[src/rtl/pe_wt_loader.sv]
// Weight loader: assembles 3*3 or 5*5 kernels from a byte stream into PE weight words.
// Optional running byte checksum output when WT_LOAD_CKSUM_EN is defined.
package pe_wt_pkg;
    typedef struct packed {
        logic [8:0][7:0] a_9;
        logic [5:0][7:0] b_6;
        logic [5:0][7:0] c_6;
        logic [3:0][7:0] d_4;
    } PE_weight_t;

    typedef enum logic [2:0] {
        A_MODE = 3'd0,
        B_MODE = 3'd1,
        C_MODE = 3'd2,
        D_MODE = 3'd3,
        E_MODE = 3'd4
    } PE_weight_mode_t;
endpackage

module pe_wt_loader
    import pe_wt_pkg::*;
#(
    parameter int BIT_WIDTH = 8,
    parameter int NUM_WIDTH = 8
) (
    input  logic                 clk,
    input  logic                 rst_n,
    input  logic                 start,
    input  logic                 kernel_mode,
    input  logic [NUM_WIDTH-1:0] num_kernel,
    input  logic [BIT_WIDTH-1:0] in_data,
    input  logic                 in_valid,
    output logic                 in_ready,
    output PE_weight_t           out_wt,
    output PE_weight_mode_t      out_mode,
    output logic                 out_valid,
    input  logic                 out_ready,
    output logic                 busy,
`ifdef WT_LOAD_CKSUM_EN
    output logic [15:0]          cksum,
`endif
    output logic                 done
);

    typedef enum logic [1:0] {IDLE, LOAD, HOLD} state_t;

    state_t                 state_q, state_d;
    logic [4:0]             byte_cnt_q, byte_cnt_d;
    logic [NUM_WIDTH-1:0]   kern_cnt_q, kern_cnt_d;
    logic [NUM_WIDTH-1:0]   num_q, num_d;
    logic                   mode_q, mode_d;
    PE_weight_t             out_wt_q, out_wt_d;
    PE_weight_mode_t        out_mode_q, out_mode_d;
    logic                   zero_done_q, zero_done_d;
    logic                   last_hs;
    logic [4:0]             last_byte;
`ifdef WT_LOAD_CKSUM_EN
    logic [15:0]            cksum_q, cksum_d;
`endif

    assign last_byte = mode_q ? 5'd24 : 5'd8;

    always_comb begin
        state_d     = state_q;
        byte_cnt_d  = byte_cnt_q;
        kern_cnt_d  = kern_cnt_q;
        num_d       = num_q;
        mode_d      = mode_q;
        out_wt_d    = out_wt_q;
        out_mode_d  = out_mode_q;
        zero_done_d = 1'b0;
        last_hs     = 1'b0;
`ifdef WT_LOAD_CKSUM_EN
        cksum_d     = cksum_q;
`endif
        case (state_q)
            IDLE: begin
                if (start) begin
                    mode_d     = kernel_mode;
                    num_d      = num_kernel;
                    byte_cnt_d = 5'd0;
                    kern_cnt_d = '0;
                    out_wt_d   = '0;
                    out_mode_d = kernel_mode ? A_MODE : E_MODE;
`ifdef WT_LOAD_CKSUM_EN
                    cksum_d    = 16'd0;
`endif
                    // An empty job never leaves IDLE; done follows one cycle later.
                    if (num_kernel == '0) zero_done_d = 1'b1;
                    else                  state_d     = LOAD;
                end
            end
            LOAD: begin
                if (in_valid) begin
                    if (byte_cnt_q < 5'd9)
                        out_wt_d.a_9[byte_cnt_q[3:0]] = in_data;
                    else if (byte_cnt_q < 5'd15)
                        out_wt_d.b_6[3'(byte_cnt_q - 5'd9)] = in_data;
                    else if (byte_cnt_q < 5'd21)
                        out_wt_d.c_6[3'(byte_cnt_q - 5'd15)] = in_data;
                    else
                        out_wt_d.d_4[2'(byte_cnt_q - 5'd21)] = in_data;
`ifdef WT_LOAD_CKSUM_EN
                    cksum_d = cksum_q + 16'(in_data);
`endif
                    if (byte_cnt_q == last_byte) state_d = HOLD;
                    else                         byte_cnt_d = byte_cnt_q + 5'd1;
                end
            end
            HOLD: begin
                if (out_ready) begin
                    kern_cnt_d = kern_cnt_q + NUM_WIDTH'(1);
                    if (kern_cnt_d == num_q) begin
                        state_d = IDLE;
                        last_hs = 1'b1;
                    end else begin
                        state_d    = LOAD;
                        byte_cnt_d = 5'd0;
                        out_wt_d   = '0;
                    end
                end
            end
            default: state_d = IDLE;
        endcase
    end

    always_ff @(posedge clk or negedge rst_n) begin
        if (!rst_n) begin
            state_q     <= IDLE;
            byte_cnt_q  <= 5'd0;
            kern_cnt_q  <= '0;
            num_q       <= '0;
            mode_q      <= 1'b0;
            out_wt_q    <= '0;
            out_mode_q  <= A_MODE;
            zero_done_q <= 1'b0;
`ifdef WT_LOAD_CKSUM_EN
            cksum_q     <= 16'd0;
`endif
        end else begin
            state_q     <= state_d;
            byte_cnt_q  <= byte_cnt_d;
            kern_cnt_q  <= kern_cnt_d;
            num_q       <= num_d;
            mode_q      <= mode_d;
            out_wt_q    <= out_wt_d;
            out_mode_q  <= out_mode_d;
            zero_done_q <= zero_done_d;
`ifdef WT_LOAD_CKSUM_EN
            cksum_q     <= cksum_d;
`endif
        end
    end

    assign in_ready  = (state_q == LOAD);
    assign out_valid = (state_q == HOLD);
    assign busy      = (state_q != IDLE);
    assign out_wt    = out_wt_q;
    assign out_mode  = out_mode_q;
    // Final handshake raises done in the same cycle; the empty-job pulse is registered.
    assign done      = zero_done_q | last_hs;
`ifdef WT_LOAD_CKSUM_EN
    assign cksum     = cksum_q;
`endif

endmodule

[config.mk]
export PLATFORM = sky130hd
export DESIGN_NAME = pe_wt_loader
export DESIGN_NICKNAME = d
export VERILOG_FILES = /design/src/rtl/pe_wt_loader.sv
export SDC_FILE = /design/constraint.sdc
export NUM_CORES = 1
export LEC_CHECK = 0
export CORE_AREA = 4 4 182 184
export DETAILED_ROUTE_END_ITERATION = 10
export DIE_AREA = 0 0 186 188
export SYNTH_ARGS = -nofsm -noshare
export SYNTH_HDL_FRONTEND = slang
export SYNTH_SLANG_ARGS = --single-unit
[constraint.sdc]
create_clock -name clk -period 6.8 [get_ports clk]
set_input_delay 2.04 -clock clk [delete_from_list [all_inputs] [get_ports clk]]
set_output_delay 2.04 -clock clk [all_outputs]
set_load 0.02 [all_outputs]
==> results.toml, run 1 <==
[worst_setup_path]
endpoint_kind = "primary output"
cp-start-kind = "primary input"
path_max_fanout = 8
cp_data_arrival_time_ps = 3800
required_ps = 4760
critical_path_class = "primary input to primary output"

[finish]
fin_cells = 1387
nNetsFinal = 1001
layout-drive-gt1-share_pct = 6.599
area_growth_pct = 36.33
num_antenna_cells = 0

[global_routing]
grt_max_degree = 123
grt_pass1_vias = 7388
track_usage_pct = 16.80
grt_remaining_overflow = 0
antenna_found_initial = 0
grt_pass1_wl_microns = 46220

[sta]
setup_violations = 0
final_hold_viol_count = 0
slew_viol_final = 0
final.period_utilization_pct = 85.85
fmax_mhz = 171.3
setup_tns_ps = 0
post-route-min-period_ps = 5838
slew_headroom_pct = 33.58
fin_skew_ps = 13.11
worst_pin_slew_ps = 983.3
rsz0062_at_grt = "no"

[synthesis]
yosys-top-cells-count = "dfrtp_1 (226), o2bb2ai_1 (112), a22o_1 (81)"
ys.flop_type = "dfrtp_1"
netlist_area_sq_mm = 0.009354
ys_top_cells_by_area = "dfrtp_1 (60%), o2bb2ai_1 (10%), a22o_1 (7.6%)"
synthCells = 762
synth_top_area_share_pct = 60.46
synth_area_leader_cell = "dfrtp_1"
yosysMostFrequentCell = "dfrtp_1"
yosysSeqAreaShare_pct = 60.46
synth.avg_cell_area_sq_um = 12.28
ys_ff_latch = 226
ys_warn_count = 0
synthDistinctLibCells = 56
async_reset_ff_share_pct = 100.0
synth-edff-count = 0

[clocking]
cts-root-buf = "clkbuf_16"
path_clk_slew_ps = 50
tritoncts = "built"
hold_buffers = 0
clk_latency_ps = 510
cts_sinks = 226
cts_setup_buffers = 0
cts_buffers = 25
ctsResizeCount = 0
clock_path_buffers = 3
cts_max_level = 1

[floorplanning]
die_y_microns = 188
dieArea_sq_mm = 0.03497
core_sq_mm = 0.03139
io_pins = 229
fp-row-count = 65
start_util_pct = 29.80
die_x_microns = 186

[drt]
vias_per_cell = 5.263
wl_per_cell_microns = 21.96
antenna_left = 0
drc = 0
drtIter0Drc = 363
vias = 7300
routed_wl_microns = 30470
drt_pre_antenna_iters = 5

[placement]
gp_congestion = 0.8097
hpwlAfterDp_microns = 20610
io_buffers = 226
placed_cells = 1348

[power]
power_density_mw_per_mm2 = 520.8
leakagePower_nw = 5.453
ir_worst_vdd_mv = 0.2465

[status]
outcome = "finished clean"

[worst_hold_path]
min_path_type = "flip-flop to flip-flop"

[run]
maxCapViolCount = 0
## stage by stage
step / instance area [sq um] / setup slack, ps / utilization [%] / power [mW] / hold WS, ps
after floorplan: 9358 / 2050 / - / 3.907 / 471.3
after global placement: 12000 / 967.8 / 38.24 / 5.380 / 464.7
after detailed placement: 12000 / 991.4 / 38.24 / 5.411 / 472.6
after CTS: 12750 / 973.7 / 40.62 / 6.712 / 490.6
after global routing: 12750 / 902.2 / 40.62 / 7.025 / 496.1
final: 12750 / 962.0 / 40.62 / 6.642 / 486.6
## sequential cells by signal (all words and copies together) (netlist names)
| register | count |
|---|---|
| byte_cnt_q | 5 |
| out_wt | 200 |
| out_mode | 1 |
| kern_cnt_q | 8 |
| num_q | 8 |
| mode_q | 1 |
| state_q | 2 |
| zero_done_q | 1 |
## metal layers
layer | vias to the layer above | share of wire [%] | track usage [%]
met4 | 0 | 1.6 | 2.831
li1 | 3330 | - | -
met3 | 31 | 8.6 | 5.121
met2 | 267 | 44 | 25.05
met1 | 3672 | 46 | 24.59
met5 | - | 0 | 0
## final cells by class
type                            count  area [sq um]
Clock buffer                       35         703.2
Clock inverter                      4         45.04
Fill cell                        2957         18640
Inverter                           11         41.29
Multi-Input combinational cell    478          3487
Sequential cell                   226          5655
Tap cell                          402         503.0
Timing Repair Buffer              231          2317
## worst paths after layout
path	start	end	slack, ps	depth (start not counted)
setup / recovery	out_ready	done	960	4
hold / removal	out_mode[2]	out_mode[2]	490	2
setup reg to reg	state_q[1]	out_wt[196]	3330	7
hold reg to reg	out_mode[2]	out_mode[2]	490	2
max in group asynchronous	rst_n	out_wt[20]	4120	2
min in group asynchronous	rst_n	out_wt[103]	1550	1
## power breakdown
part           switching, mW  internal [mW]
clock network          0.518          0.748
logic                   1.73           1.39
registers              0.391           1.86
total                   2.64           4.00
## worst max-delay path, stage by stage
cell and delay (ps):
clkdlybuf4s50_1 660, and2_1 250, a41o_1 220, clkdlybuf4s50_1 620
## cell families (layout without fill, tap and decap cells)
family,count (synthesis),in the layout,synth area share [%]
AOI/OAI and AO/OA,275,275,23.81
DFF,226,226,60.46
and+or+nand+nor,170,170,9.751
buffers and inverters,59,281,2.528
xor gates and xnor gates,14,14,1.311
muxes,11,11,1.298
adders and majority gates,6,6,0.8025
other,1,2,0.04009
## cells in the final DEF (no fill, tap or decap), types with 2 or more instances in the layout
cell | netlist | final
nor3_1 | 5 | 5
nor3b_1 | 2 | 2
nor2_1 | 38 | 38
nand4b_2 | 6 | 6
ha_1 | 6 | 6
clkbuf_8 | 0 | 4
nor2b_1 | 5 | 5
clkbuf_16 | 0 | 25
clkinv_2 | 0 | 3
clkbuf_1 | 32 | 6
inv_1 | 10 | 10
clkdlybuf4s50_1 | 0 | 225
xor2_1 | 7 | 7
nand4_1 | 3 | 3
and3_1 | 6 | 6
a32o_1 | 9 | 9
a211o_1 | 2 | 2
o21ai_0 | 27 | 27
a22o_1 | 81 | 81
nand2_1 | 53 | 53
nand2b_1 | 3 | 3
dfrtp_1 | 226 | 226
and2_1 | 5 | 5
mux2i_1 | 2 | 2
o2bb2ai_1 | 112 | 112
nor4_1 | 8 | 8
mux2_2 | 9 | 9
a31oi_1 | 6 | 6
conb_1 | 1 | 2
xnor2_1 | 7 | 7
nand3_1 | 21 | 21
or3_1 | 2 | 2
o211a_1 | 2 | 2
nand3_2 | 4 | 4
buf_4 | 2 | 4
o211ai_1 | 2 | 2
a21o_1 | 3 | 3
a21oi_1 | 21 | 21
(Power assumes the default switching activity.)
==> inputs of run 2 (changes only) <==
--- a/config.mk
+++ b/config.mk
@@ -5,9 +5,9 @@
 export SDC_FILE = /design/constraint.sdc
 export NUM_CORES = 1
 export LEC_CHECK = 0
-export CORE_AREA = 4 4 182 184
+export CORE_AREA = 4 4 169 171
 export DETAILED_ROUTE_END_ITERATION = 10
-export DIE_AREA = 0 0 186 188
+export DIE_AREA = 0 0 173 175
 export SYNTH_ARGS = -nofsm -noshare
 export SYNTH_HDL_FRONTEND = slang
 export SYNTH_SLANG_ARGS = --single-unit
==> results.toml, run 2 (synthesized netlist as in run 1, its figures left out) <==
[status]
outcome = "finished clean"

[clocking]
clock_path_buffers = 3
cts_buffers = 24
cts-root-buf = "clkbuf_16"
cts_setup_buffers = 0
ctsResizeCount = 0
tritoncts = "built"
hold_buffers = 0
cts_max_level = 1
clk_latency_ps = 520
cts_sinks = 226
path_clk_slew_ps = 60

[placement]
gp_congestion = 0.8063
io_buffers = 226
hpwlAfterDp_microns = 19730
placed_cells = 1286

[global_routing]
antenna_found_initial = 0
track_usage_pct = 18.93
grt_max_degree = 116
grt_pass1_wl_microns = 46220
grt_pass1_vias = 7447
grt_remaining_overflow = 0

[drt]
drtIter0Drc = 490
drt_pre_antenna_iters = 5
routed_wl_microns = 29400
drc = 0
vias = 7331
vias_per_cell = 5.512
antenna_left = 0
wl_per_cell_microns = 22.10

[sta]
setup_violations = 0
worst_pin_slew_ps = 1140
fin_skew_ps = 17.39
final_hold_viol_count = 0
final.period_utilization_pct = 85.96
fmax_mhz = 171.1
setup_tns_ps = 0
slew_headroom_pct = 23.87
slew_viol_final = 0
rsz0062_at_grt = "no"
post-route-min-period_ps = 5845

[power]
power.clock.fraction_pct = 19.7
ir_worst_vdd_mv = 0.2748
leakagePower_nw = 5.459
pwr-share-seq_pct = 33.6
swShare_pct = 39.66
pwr-share-comb_pct = 46.7
power_density_mw_per_mm2 = 524.4
intPower_mw = 4.021
switchingPower_mw = 2.643

[worst_setup_path]
required_ps = 4760
endpoint_kind = "primary output"
critical_path_class = "primary input to primary output"
path_max_fanout = 8
cp_data_arrival_time_ps = 3800
cp-start-kind = "primary input"

[floorplanning]
fp-row-count = 60
start_util_pct = 34.80
die_y_microns = 175
core_sq_mm = 0.02688
die_x_microns = 173
io_pins = 229
dieArea_sq_mm = 0.03028

[finish]
area_growth_pct = 35.85
layout-drive-gt1-share_pct = 6.775
final_cell_mix = "dfrtp_1 (226), clkdlybuf4s50_1 (225), o2bb2ai_1 (112)"
fin_cells = 1330
num_antenna_cells = 0
nNetsFinal = 999
final_common_cell = "dfrtp_1"
largest_register_ffs = 200

[worst_hold_path]
min_path_type = "flip-flop to flip-flop"

[run]
maxCapViolCount = 0
-- run 2: changes by cell type in the layout (fill, tap and decap cells not counted) --
cell	change
clkbuf_1	+2
clkbuf_8	-2
clkinvlp_4	+2
buf_4	-1
bufinv_16	+1
clkinv_2	+1
clkinv_4	+1
-- run 2: final timing paths --
| path | from | to | slack [ps] | cells past startpoint |
|---|---|---|---|---|
| setup / recovery | out_ready | done | 960 | 4 |
| hold / removal | out_wt[124] | out_wt[124] | 490 | 1 |
| setup reg to reg | state_q[1] | out_wt[136] | 3420 | 7 |
| hold reg to reg | out_wt[124] | out_wt[124] | 490 | 1 |
| max in group asynchronous | rst_n | out_wt[81] | 4110 | 2 |
| min in group asynchronous | rst_n | out_wt[8] | 1560 | 1 |
-- run 2: per-stage QoR --
| step | power [mW] | cell area (sq um) | utilization [%] | hold slack (ps) | setup slack (ps) |
|---|---|---|---|---|---|
| global placement | 5.353 | 11920 | 44.35 | 467.2 | 976.1 |
| global route | 7.043 | 12710 | 47.28 | 508.6 | 873.2 |
| floorplan | 3.907 | 9358 | - | 471.3 | 2050 |
| CTS | 6.728 | 12710 | 47.28 | 490.7 | 958.3 |
| finish | 6.664 | 12710 | 47.28 | 485.7 | 955.0 |
| detailed placement | 5.385 | 11920 | 44.35 | 472.7 | 970.5 |
-- run 2: worst max-delay path: stages --
cell and delay [ps]:
clkdlybuf4s50_1 670, and2_1 260, a41o_1 210, clkdlybuf4s50_1 620
-- run 2: area by class of cell --
type / count / area [sq um]
fill: 2486 / 14170
sequential: 226 / 5655
multi-input combinational: 478 / 3487
timing repair buffer: 230 / 2310
clock buffer: 35 / 683.2
tap: 341 / 426.7
clock inverter: 9 / 103.9
inverter: 11 / 41.29
-- run 2: power by group through the flow --
| stage | logic [mW] | clock network (mW) | registers [mW] |
|---|---|---|---|
| 2_1_floorplan | 1.20 | 0 | 2.71 |
| 3_3_place_gp | 3.09 | 0 | 2.26 |
| 3_5_place_dp | 3.14 | 0 | 2.25 |
| 4_1_cts | 3.14 | 1.35 | 2.24 |
| 5_1_grt | 3.33 | 1.40 | 2.31 |
| 6_report | 3.11 | 1.31 | 2.24 |
-- run 2: layer usage --
layer,GRT usage (%),part of all wire [%],up-vias
li1,-,-,3339
met1,28.16,48,3701
met2,28.20,43,257
met3,4.825,6.7,34
met4,3.691,1.6,0
met5,0,0,-
==> inputs of run 3 (changes only) <==
--- a/config.mk
+++ b/config.mk
@@ -5,9 +5,9 @@
 export SDC_FILE = /design/constraint.sdc
 export NUM_CORES = 1
 export LEC_CHECK = 0
-export CORE_AREA = 4 4 169 171
+export CORE_AREA = 8 8 173 175
 export DETAILED_ROUTE_END_ITERATION = 10
-export DIE_AREA = 0 0 173 175
+export DIE_AREA = 0 0 181 183
 export SYNTH_ARGS = -nofsm -noshare
 export SYNTH_HDL_FRONTEND = slang
 export SYNTH_SLANG_ARGS = --single-unit
==> results.toml, run 3 (synthesized netlist as in run 1, its figures left out) <==
[global_routing]
grt_remaining_overflow = 0
antenna_found_initial = 0
grt_max_degree = 117
track_usage_pct = 17.64
grt_pass1_vias = 7489
grt_pass1_wl_microns = 46760

[floorplanning]
dieArea_sq_mm = 0.03312
die_y_microns = 183
fp-row-count = 61
die_x_microns = 181
io_pins = 229
core_sq_mm = 0.02732
start_util_pct = 34.23

[sta]
setup_violations = 0
final.period_utilization_pct = 86.08
fin_skew_ps = 17.66
fin_ws_ps = 946.8
post-route-min-period_ps = 5853
rsz0062_at_grt = "no"
setup_tns_ps = 0
slew_viol_final = 0
fmax_mhz = 170.8
worst_hold_slack_ps = 478.1
final_hold_viol_count = 0
worst_pin_slew_ps = 1043
slew_headroom_pct = 30.44

[finish]
nNetsFinal = 1001
fillers = 2504
finish.instance_area_sq_mm = 0.01281
multi_input_area_sq_mm = 0.003487
largest_register_ffs = 200
final_cell_mix = "dfrtp_1 (226), clkdlybuf4s50_1 (225), o2bb2ai_1 (112)"
layout-drive-gt1-share_pct = 7.366
area_growth_pct = 36.95
final_common_cell = "dfrtp_1"
fin_util_pct = 46.88
num_antenna_cells = 0
layout.area.seq_sq_mm = 0.005655

[clocking]
hold_buffers = 0
cts_max_level = 1
clock_path_buffers = 3
clk_latency_ps = 520
path_clk_slew_ps = 60
cts_sinks = 226
cts-root-buf = "clkbuf_16"
cts_setup_buffers = 0
cts_buffers = 25
tritoncts = "built"
ctsResizeCount = 0

[drt]
antenna_left = 0
wl_per_cell_microns = 22.49
routed_wl_microns = 30070
vias_per_cell = 5.506
drt_pre_antenna_iters = 7
drc = 0
drtIter0Drc = 510
vias = 7362

[worst_setup_path]
cp-start-kind = "primary input"
endpoint_kind = "primary output"
cpMostUsedCell = "clkdlybuf4s50_1"
worstPathCellList = "clkdlybuf4s50_1 -> and2_1 -> a41o_1 -> clkdlybuf4s50_1"
cp_data_arrival_time_ps = 3810
path_max_fanout = 8
slowest_delay_ps = 660
path_buf_inv = 2
critical_path_class = "primary input to primary output"
required_ps = 4760
critical_path.top_delay_family = "buffers and inverters"
critPathSlowestCell = "clkdlybuf4s50_1"

[status]
outcome = "finished clean"

[power]
swShare_pct = 39.22
switchingPower_mw = 2.665
pwr-share-seq_pct = 33.1
pwr-share-comb_pct = 45.9
power_density_mw_per_mm2 = 530.3
ir_worst_vdd_mv = 0.2218
power.clock.fraction_pct = 21.0
intPower_mw = 4.129
leakagePower_nw = 5.506

[worst_hold_path]
min_path_type = "flip-flop to flip-flop"

[placement]
io_buffers = 226
hpwlAfterDp_microns = 20480
pre_cts_ws_ps = 955.3
gp_congestion = 0.7699
place_area_sq_mm = 0.01193

[run]
maxCapViolCount = 0
run 3: per-stage QoR:
step	std cells	power (mW)
after global placement	1292	5.376
after CTS	1337	6.870
after detailed placement	1292	5.401
after floorplan	763	3.907
after global routing	1337	7.165
final	1337	6.794
run 3: path summary, 6_finish.rpt:
kind	from	end	slack, ps	depth (start not counted)
min in group asynchronous	rst_n	out_wt[11]	1560	1
setup reg to reg	byte_cnt_q[2]	out_wt[136]	3550	5
max in group asynchronous	rst_n	out_wt[118]	4130	2
hold / removal	out_mode[2]	out_mode[2]	480	2
setup / recovery	out_ready	done	950	4
hold reg to reg	out_mode[2]	out_mode[2]	480	2
run 3: cell type report:
type / instances / area share, %
Clock buffer: 34 / 5.538
Clock inverter: 11 / 1.299
Inverter: 11 / 0.3223
Multi-Input combinational cell: 478 / 27.22
Sequential cell: 226 / 44.15
Tap cell: 346 / 3.380
Timing Repair Buffer: 231 / 18.09
run 3: worst reg2reg max path, cell delays in order, from the launching register on:
cell and delay (ps):
dfrtp_1 590, or3_1 470, a21oi_1 840, nand2_1 360, nor2_1 680, a22o_1 260
run 3: per-layer routing:
layer	global-route usage, %	wire, microns	vias up	part of all wire, %
li1	-	-	3334	-
met1	24.76	14280	3730	47
met2	27.31	13130	264	44
met3	4.571	2118	34	7.0
met4	3.542	549	0	1.8
met5	0	0	-	0
run 3: power groups by stage:
stage | sequential [mW] | combinational (mW) | clock, mW
CTS | 2.25 | 3.16 | 1.47
global placement | 2.27 | 3.11 | 0
finish | 2.25 | 3.12 | 1.43
detailed placement | 2.25 | 3.15 | 0
global route | 2.31 | 3.34 | 1.52
floorplan | 2.71 | 1.20 | 0
